<file path="src/rtl/greg_file_if.sv">
// Register file access bundle: two read ports and one write port.
// The datapath (master) drives indices and write data; the register
// file (slave) returns the read operands combinationally.
interface greg_file_if #(
    parameter int DATA_WIDTH = 32,
    parameter int ADDR_WIDTH = 5
);
    logic                  reg_wr;
    logic [ADDR_WIDTH-1:0] read1;
    logic [ADDR_WIDTH-1:0] read2;
    logic [ADDR_WIDTH-1:0] wr_num;
    logic [DATA_WIDTH-1:0] wr_data;
    logic [DATA_WIDTH-1:0] data1;
    logic [DATA_WIDTH-1:0] data2;

    modport master (
        output reg_wr,
        output read1,
        output read2,
        output wr_num,
        output wr_data,
        input  data1,
        input  data2
    );

    modport slave (
        input  reg_wr,
        input  read1,
        input  read2,
        input  wr_num,
        input  wr_data,
        output data1,
        output data2
    );
endinterface

</file>
<file path="src/rtl/greg_file.sv">
// MIPS general-purpose register file.
// 2**ADDR_WIDTH entries of DATA_WIDTH bits, two combinational read ports,
// one write port committed on the rising clock edge. Register 0 is not
// stored: it is a constant zero and writes to it are dropped.
// There is deliberately no write-to-read bypass; a read of the register
// being written shows the old value until the edge.
module greg_file #(
    parameter int DATA_WIDTH = 32,
    parameter int ADDR_WIDTH = 5
) (
    input  logic        clk,
    input  logic        rst_n,
    greg_file_if.slave  bus
);

    localparam int DEPTH = 2 ** ADDR_WIDTH;

    // Entries 1..DEPTH-1 only; entry 0 is synthesised as a constant.
    logic [DATA_WIDTH-1:0] mem [1:DEPTH-1];

    logic [DATA_WIDTH-1:0] rd1_val;
    logic [DATA_WIDTH-1:0] rd2_val;

    // Writeback: async clear of every entry, otherwise one-hot write decode.
    always_ff @(posedge clk or negedge rst_n) begin
        if (!rst_n) begin
            for (int i = 1; i < DEPTH; i++) begin
                mem[i] <= '0;
            end
        end else if (bus.reg_wr) begin
            for (int i = 1; i < DEPTH; i++) begin
                if (bus.wr_num == ADDR_WIDTH'(i)) begin
                    mem[i] <= bus.wr_data;
                end
            end
        end
    end

    // Operand read: index 0 forced to zero, everything else straight from
    // the array. Cleared flops make both ports read 0 during reset.
    always_comb begin
        rd1_val = '0;
        rd2_val = '0;
        for (int i = 1; i < DEPTH; i++) begin
            if (bus.read1 == ADDR_WIDTH'(i)) begin
                rd1_val = mem[i];
            end
            if (bus.read2 == ADDR_WIDTH'(i)) begin
                rd2_val = mem[i];
            end
        end
    end

    assign bus.data1 = rd1_val;
    assign bus.data2 = rd2_val;

endmodule

</file>
<file path="src/flat_wrapper.sv">
// flat-port wrapper written by rule: the top's interface ports become plain ports
module greg_file_flat 
#(
    parameter int DATA_WIDTH = 32,
    parameter int ADDR_WIDTH = 5
)
  (clk, rst_n, bus_reg_wr, bus_read1, bus_read2, bus_wr_num, bus_wr_data, bus_data1, bus_data2);
  greg_file_if #(.DATA_WIDTH(DATA_WIDTH), .ADDR_WIDTH(ADDR_WIDTH)) bus_i ();
  input  logic clk;
  input  logic rst_n;
  input wire logic [$bits(bus_i.reg_wr)-1:0] bus_reg_wr;
  input wire logic [$bits(bus_i.read1)-1:0] bus_read1;
  input wire logic [$bits(bus_i.read2)-1:0] bus_read2;
  input wire logic [$bits(bus_i.wr_num)-1:0] bus_wr_num;
  input wire logic [$bits(bus_i.wr_data)-1:0] bus_wr_data;
  output wire logic [$bits(bus_i.data1)-1:0] bus_data1;
  output wire logic [$bits(bus_i.data2)-1:0] bus_data2;
  assign bus_i.reg_wr = bus_reg_wr;
  assign bus_i.read1 = bus_read1;
  assign bus_i.read2 = bus_read2;
  assign bus_i.wr_num = bus_wr_num;
  assign bus_i.wr_data = bus_wr_data;
  assign bus_data1 = bus_i.data1;
  assign bus_data2 = bus_i.data2;
  greg_file #(.DATA_WIDTH(DATA_WIDTH), .ADDR_WIDTH(ADDR_WIDTH)) u_core (.clk(clk), .rst_n(rst_n), .bus(bus_i));
endmodule
</file>
<file path="config.mk">
export PLATFORM = sky130hd
export DESIGN_NAME = greg_file_flat
export DESIGN_NICKNAME = d
export VERILOG_FILES = /design/src/rtl/greg_file_if.sv /design/src/rtl/greg_file.sv /design/src/flat_wrapper.sv
export SDC_FILE = /design/constraint.sdc
export NUM_CORES = 2
export LEC_CHECK = 0
export ABC_AREA = 1
export CAP_MARGIN = 0
export CORE_AREA = 4 4 319 321
export DETAILED_ROUTE_END_ITERATION = 6
export DIE_AREA = 0 0 323 325
export PLACE_DENSITY = 0.68
export SETUP_SLACK_MARGIN = 0.3
export SLEW_MARGIN = 5
export SYNTH_ARGS = -nofsm -noshare
export SYNTH_HDL_FRONTEND = slang
export SYNTH_SLANG_ARGS = --single-unit
</file>
<file path="constraint.sdc">
create_clock -name clk -period 3.8 [get_ports clk]
set_input_delay 0.38 -clock clk [delete_from_list [all_inputs] [get_ports clk]]
set_output_delay 0.38 -clock clk [all_outputs]
set_load 0.005 [all_outputs]
</file>
---- Word level (Yosys, flattened, before mapping) ----
Index checks and enable logic that the tools add are counted.
storage, ports and cells
  logic and storage cells ................. 217
  bits in registers ....................... 992
  bits of input ports ..................... 50
cells by class
  reduce and logical (&&, ||, !) cells .... 31
  equality and inequality tests ........... 93
  muxes and demuxes ....................... 62
operators by type and width
  cell                                                             count
  32-bit two-way mux                                               62
  5-bit == test, second input constant                             48
  5-bit by 4-bit == test with 1-bit output, second input constant  24
  2-bit AND reduction                                              31
  5-bit by 3-bit == test with 1-bit output, second input constant  12
  5-bit by 2-bit == test with 1-bit output, second input constant  6
  5-bit by 1-bit == test with 1-bit output, second input constant  3

---- Depth between registers and ports, before layout ----
  word-level depth ........................ 32
  depth in mapped cells ................... 23
  mapped depth without buffers ............ 22

---- Worst setup path before layout ----
Ideal clock, no wire load.
  kind .................................... input-to-output
  start point ............................. input port bus_read2[1]
  end point ............................... output port bus_data2[23]
  path buffers ............................ 2
  data required time ...................... 3420 ps
  path slack .............................. 1212 ps
  stages .................................. 22
  data arrival time ....................... 2208 ps
  cells stage by stage .................... buf_4 -> nand2_2 -> nor2_1 -> nand2_1 -> inv_2 -> buf_2 -> a21oi_1 -> nand4_1 -> nand2_1 -> nand4_1 -> nor2_1 -> nand4_1 -> nor2_1 -> nand4_1 -> nor2_1 -> nand4_1 -> nand2_1 -> nand3_1 -> nand2_1 -> nand4_1 -> nand2_1 -> nand2_1
between the ends
  word-level cells in the longest chain between the ends .. 32
  elaborated cells between the ends (all ways) .. 62
  classes of those cells .................. 31 x eq/ne; 31 x mux
RTL lines
  what                                      RTL line            text
  start, declared                           flat_wrapper.sv:13  input wire logic [$bits(bus_i.read2)-1:0] bus_read2;
  5-bit by 1-bit == test with 1-bit output  greg_file.sv:48     if (bus.read2 == ADDR_WIDTH'(i)) begin
  32-bit two-way mux (30 in a row)          greg_file.sv:48
  32-bit two-way mux *                      greg_file.sv:48
  end, declared                             flat_wrapper.sv:17  output wire logic [$bits(bus_i.data2)-1:0] bus_data2;
Every way passes the cells marked *; elsewhere a longest branch is shown, timed or not.

---- Final worst setup path ----
  start point ............................. register u_core.mem[949] in the netlist's numbering
  end point ............................... output port bus_data1[21]
between the ends
  word-level cells in the longest chain between the ends .. 30
RTL lines
  what                              RTL line            text
  start, declared                   greg_file.sv:19     logic [DATA_WIDTH-1:0] mem [1:DEPTH-1];
  start signal, assigned by index   greg_file.sv:33     mem[i] <= bus.wr_data;
  32-bit two-way mux (30 in a row)  greg_file.sv:45     if (bus.read1 == ADDR_WIDTH'(i)) begin
  end, declared                     flat_wrapper.sv:16  output wire logic [$bits(bus_i.data1)-1:0] bus_data1;
No other way between the ends.

==> impl_results.md <==
* Clock latency reported for the late side of the worst-skew pair at 0.70 ns
* Via count of the first global-routing pass at 47149
* Fraction of the core area covered by cells at the end of the flow at 62.9%
* Ordered list of cells on the worst path: nand4_1 -> nand3_2 -> nor2_2 -> nand4_1 -> nor2_2 -> nand4_1 -> nor2_2 -> nand4_1 -> nor2_1 -> nand4_1 -> nor2_1 -> nand4_1 -> nor2_1 -> nand4_1 -> nor2_1 -> nand4_1 -> buf_2
* Startpoint of the most critical register-to-register path: u_core.mem[980]
* Hold Worst Slack at 0.221 ns
* Synthesized instance count at 7156
* Worst Tran Pin Value at 1.24 ns
* Number of antenna diodes at 0
* Routed via count divided by cell count at 5.68
* Number of iterations in the first detailed-routing pass at 7
* Starting density of the core at 51.6%
* Power density cells at 481 mW/mm^2
* Share of the synthesized area in the top cell type at 48.5%
* RSZ-0062 raised after global routing: yes
* Overall track demand over capacity in global routing at 33.2%
* Max Clock Skew at 0 ns
* Met3 layer wire length in the routed design at 14.3 mm
* Gate power share at 15.6%
* Total count of hold-check failures in the final report at 0
* Slowest cell on the critical path: dfrtp_1
* Clk root buf: clkbuf_16
* Number of synthesized flops with an enable pin at 0
* Total die area at 0.105 mm^2
* Pin count of the biggest net entering global routing at 135
* WS Path Type: reg2out
* Layout cell share with drive strength beyond 1 at 17.0%
* TritonCTS sink count at 992
* Clock tree from TritonCTS: done
* Class of the tightest hold or removal check: in2async
* Post-synthesis cell type count at 26
* Global placement routability congestion at 0.970
* I/O Buffers at 113
* Top cells by area in the synthesized netlist: dfrtp_1 (48%), nand2_1 (19%), o21ai_0 (10%)
* Max-capacitance violation count at 0
* Wl on met1 at 74.0 mm
* Leakage power total at 29.1 nW
* Library cell with the highest instance count after synthesis: nand2_1
* Slew Limit Headroom at 17.1%
* Worst-path fanout max at 3
* Clock transition at the registers of the reported paths at 0.06 ns
* Sequential share of power at 47.0%
* Crit path buffers/inverters at 1
* Drc violations at 1
* Clock buffers created by TritonCTS at 108
* Vias after detailed routing at 50103
* Remaining number of nets flagged by the antenna check after routing at 0
* Max clock buf depth at 3
* Largest registers ranked by flip-flop count: u_core.mem (992)
* Number of setup violations in the final report at 7
* DPL Wire Length at 123 mm
* Critical path startpoint: u_core.mem[949]
* CP Data Arrival Time at 3.62 ns
* Syn nets at 7206
* Clock share of power at 37.4%
* Top cell by count, worst path: nand4_1
* Proportion of register bits with asynchronous set or reset after synthesis at 100%
* Total overflow reported by the global router at 0
* Highest Clock Rate at 250 MHz
* Highest metal layer with signal wires: met5
* Post-Place Cell Area at 0.0562 mm^2
* Outcome: finished, violations left
* Sum of routed wire length over all layers at 177 mm
* Level count of the clock H-tree at 3
* Number of nets in the layout at 7484
* Critical Path RT at 3.42 ns
* Synth-to-Final Area Change at 22.0%
* Number of register bits inferred by synthesis at 992
* Sequential area share after synthesis at 48.5%
* Top register by number of flip-flops: u_core.mem
* Setup ws final at -0.199 ns
* Global-route wire length before repair at 276 mm
* Flip-flop cell with the highest count after synthesis: dfrtp_1
* Crit share post-route at 105%
* Gate family responsible for the most delay along the worst path: simple AND/OR/NAND/NOR gates
* Die width at 323 um
* Largest register FFs at 992
* Post-layout min period at 4.00 ns
* Synth area leader: dfrtp_1
* Cell types with the highest counts after synthesis: nand2_1 (2592), o21ai_0 (1028), dfrtp_1 (992), nor2_1 (727), nand4_1 (501)
* P_sw at 0.00905 W
* Antenna violations before repair at 1
* Int Pwr at 0.0210 W
* Number of top-level pins at 114
* Synth Area per Inst at 7.15 um^2
* Post-synthesis instance area at 0.0512 mm^2
* Max-slew violation total from the final report at 0
* CORE AREA at 0.0993 mm^2
* FP Rows at 116
* WL/cell at 20.0 um
* Category of the worst setup path launch point: register
* Number of DRC markers after the initial detailed-route iteration at 6318
* Wire length on met2 at 80.9 mm
* IR drop worst, VDD at 452 uV
* Largest stage delay on the critical path at 0.42 ns
* Switching share of power at 30.1%
* Final design area excluding fillers at 0.0625 mm^2
* Path length in cells of the critical path at 17
* Vertical die dimension at 325 um
* Endpoint kind of the worst setup timing path: primary output
* Failing checks: design-rule violations, negative setup slack
* Worst setup timing slack at the placement stage at -0.757 ns
* Worst reg2reg path depth at 4
* Synthesis warning total at 0
metrics by stage:
stage | power (W) | TNS [ns] | std cells
final | 0.0300 | -0.590 | 8823
after global routing | 0.0315 | -4.86 | 8823
after CTS | 0.0300 | -1.87 | 8806
after detailed placement | 0.0185 | -40.50 | 8506
after global placement | 0.0183 | -40.28 | 8506
after floorplan | 0.0164 | 0 | 7156
cell type report:
cell class	instances	area [um^2]
Fill cell	8785	36800
Sequential cell	992	24800
Multi-Input combinational cell	5189	24000
Timing Repair Buffer	647	6340
Clock buffer	152	3090
Inverter	496	1920
Tap cell	1298	1620
Clock inverter	49	681
logic make-up after synthesis:
logic type	count (synthesis)	share of synthesized area [%]
AOI/OAI and AO/OA	1110	10.9
buffers and inverters	976	7.29
DFF	992	48.5
and+or+nand+nor	4078	33.3
layer usage:
layer,global-route usage (%),vias to the layer above
met3,5.43,414
met1,45.8,23757
li1,-,23565
met2,52.7,2365
met5,0,-
met4,12.8,2
power groups by stage:
stage	Combinational [W]	Sequential, W	Clock [W]
finish	0.00467	0.0141	0.0112
global placement	0.00418	0.0142	0
CTS	0.00456	0.0140	0.0114
detailed placement	0.00432	0.0142	0
floorplan	0.00261	0.0138	0
global route	0.00530	0.0143	0.0118
what timing repair did:
item / in CTS / in global routing
pin swaps: 632 / 615
setup endpoints to repair: 64 / 64
buffers inserted: 87 / 16
cloned: 11 / 1
hold endpoints to repair: 41 / 0
gates resized for setup: 596 / 209
hold buffers: 1 / 0
placed cells by master (no fill, tap or decap), types with 8 or more instances in the layout:
cell type	Yosys	final
a21oi_1	76	68
clkbuf_1	428	22
nand2_2	3	99
clkbuf_8	0	22
inv_2	15	22
nor2_4	4	22
nor3_2	2	14
or2_0	9	8
bufinv_16	0	14
nand4_1	501	501
inv_4	0	9
clkinv_2	0	24
or2_2	76	75
buf_16	0	9
buf_12	0	79
buf_4	6	391
nor2_1	727	563
nand3_1	128	68
buf_6	0	68
nand2_1	2592	2479
clkbuf_16	0	109
clkdlybuf4s50_1	0	38
buf_2	35	55
a21oi_2	0	8
o21ai_0	1028	1023
inv_1	471	451
nor2_2	7	154
nand2_4	0	17
clkinv_1	10	8
nand3_2	1	57
dfrtp_1	992	991
or2_1	10	11
worst paths after layout:
path,endpoint,slack (ns)
setup / recovery,bus_data1[21],-0.20
hold / removal,u_core.mem[889],0.22
setup reg to reg,u_core.mem[980],2.82
hold reg to reg,u_core.mem[488],0.48
max in group asynchronous,u_core.mem[493],2.32
min in group clk,u_core.mem[488],0.48
(Power assumes the default switching activity.)
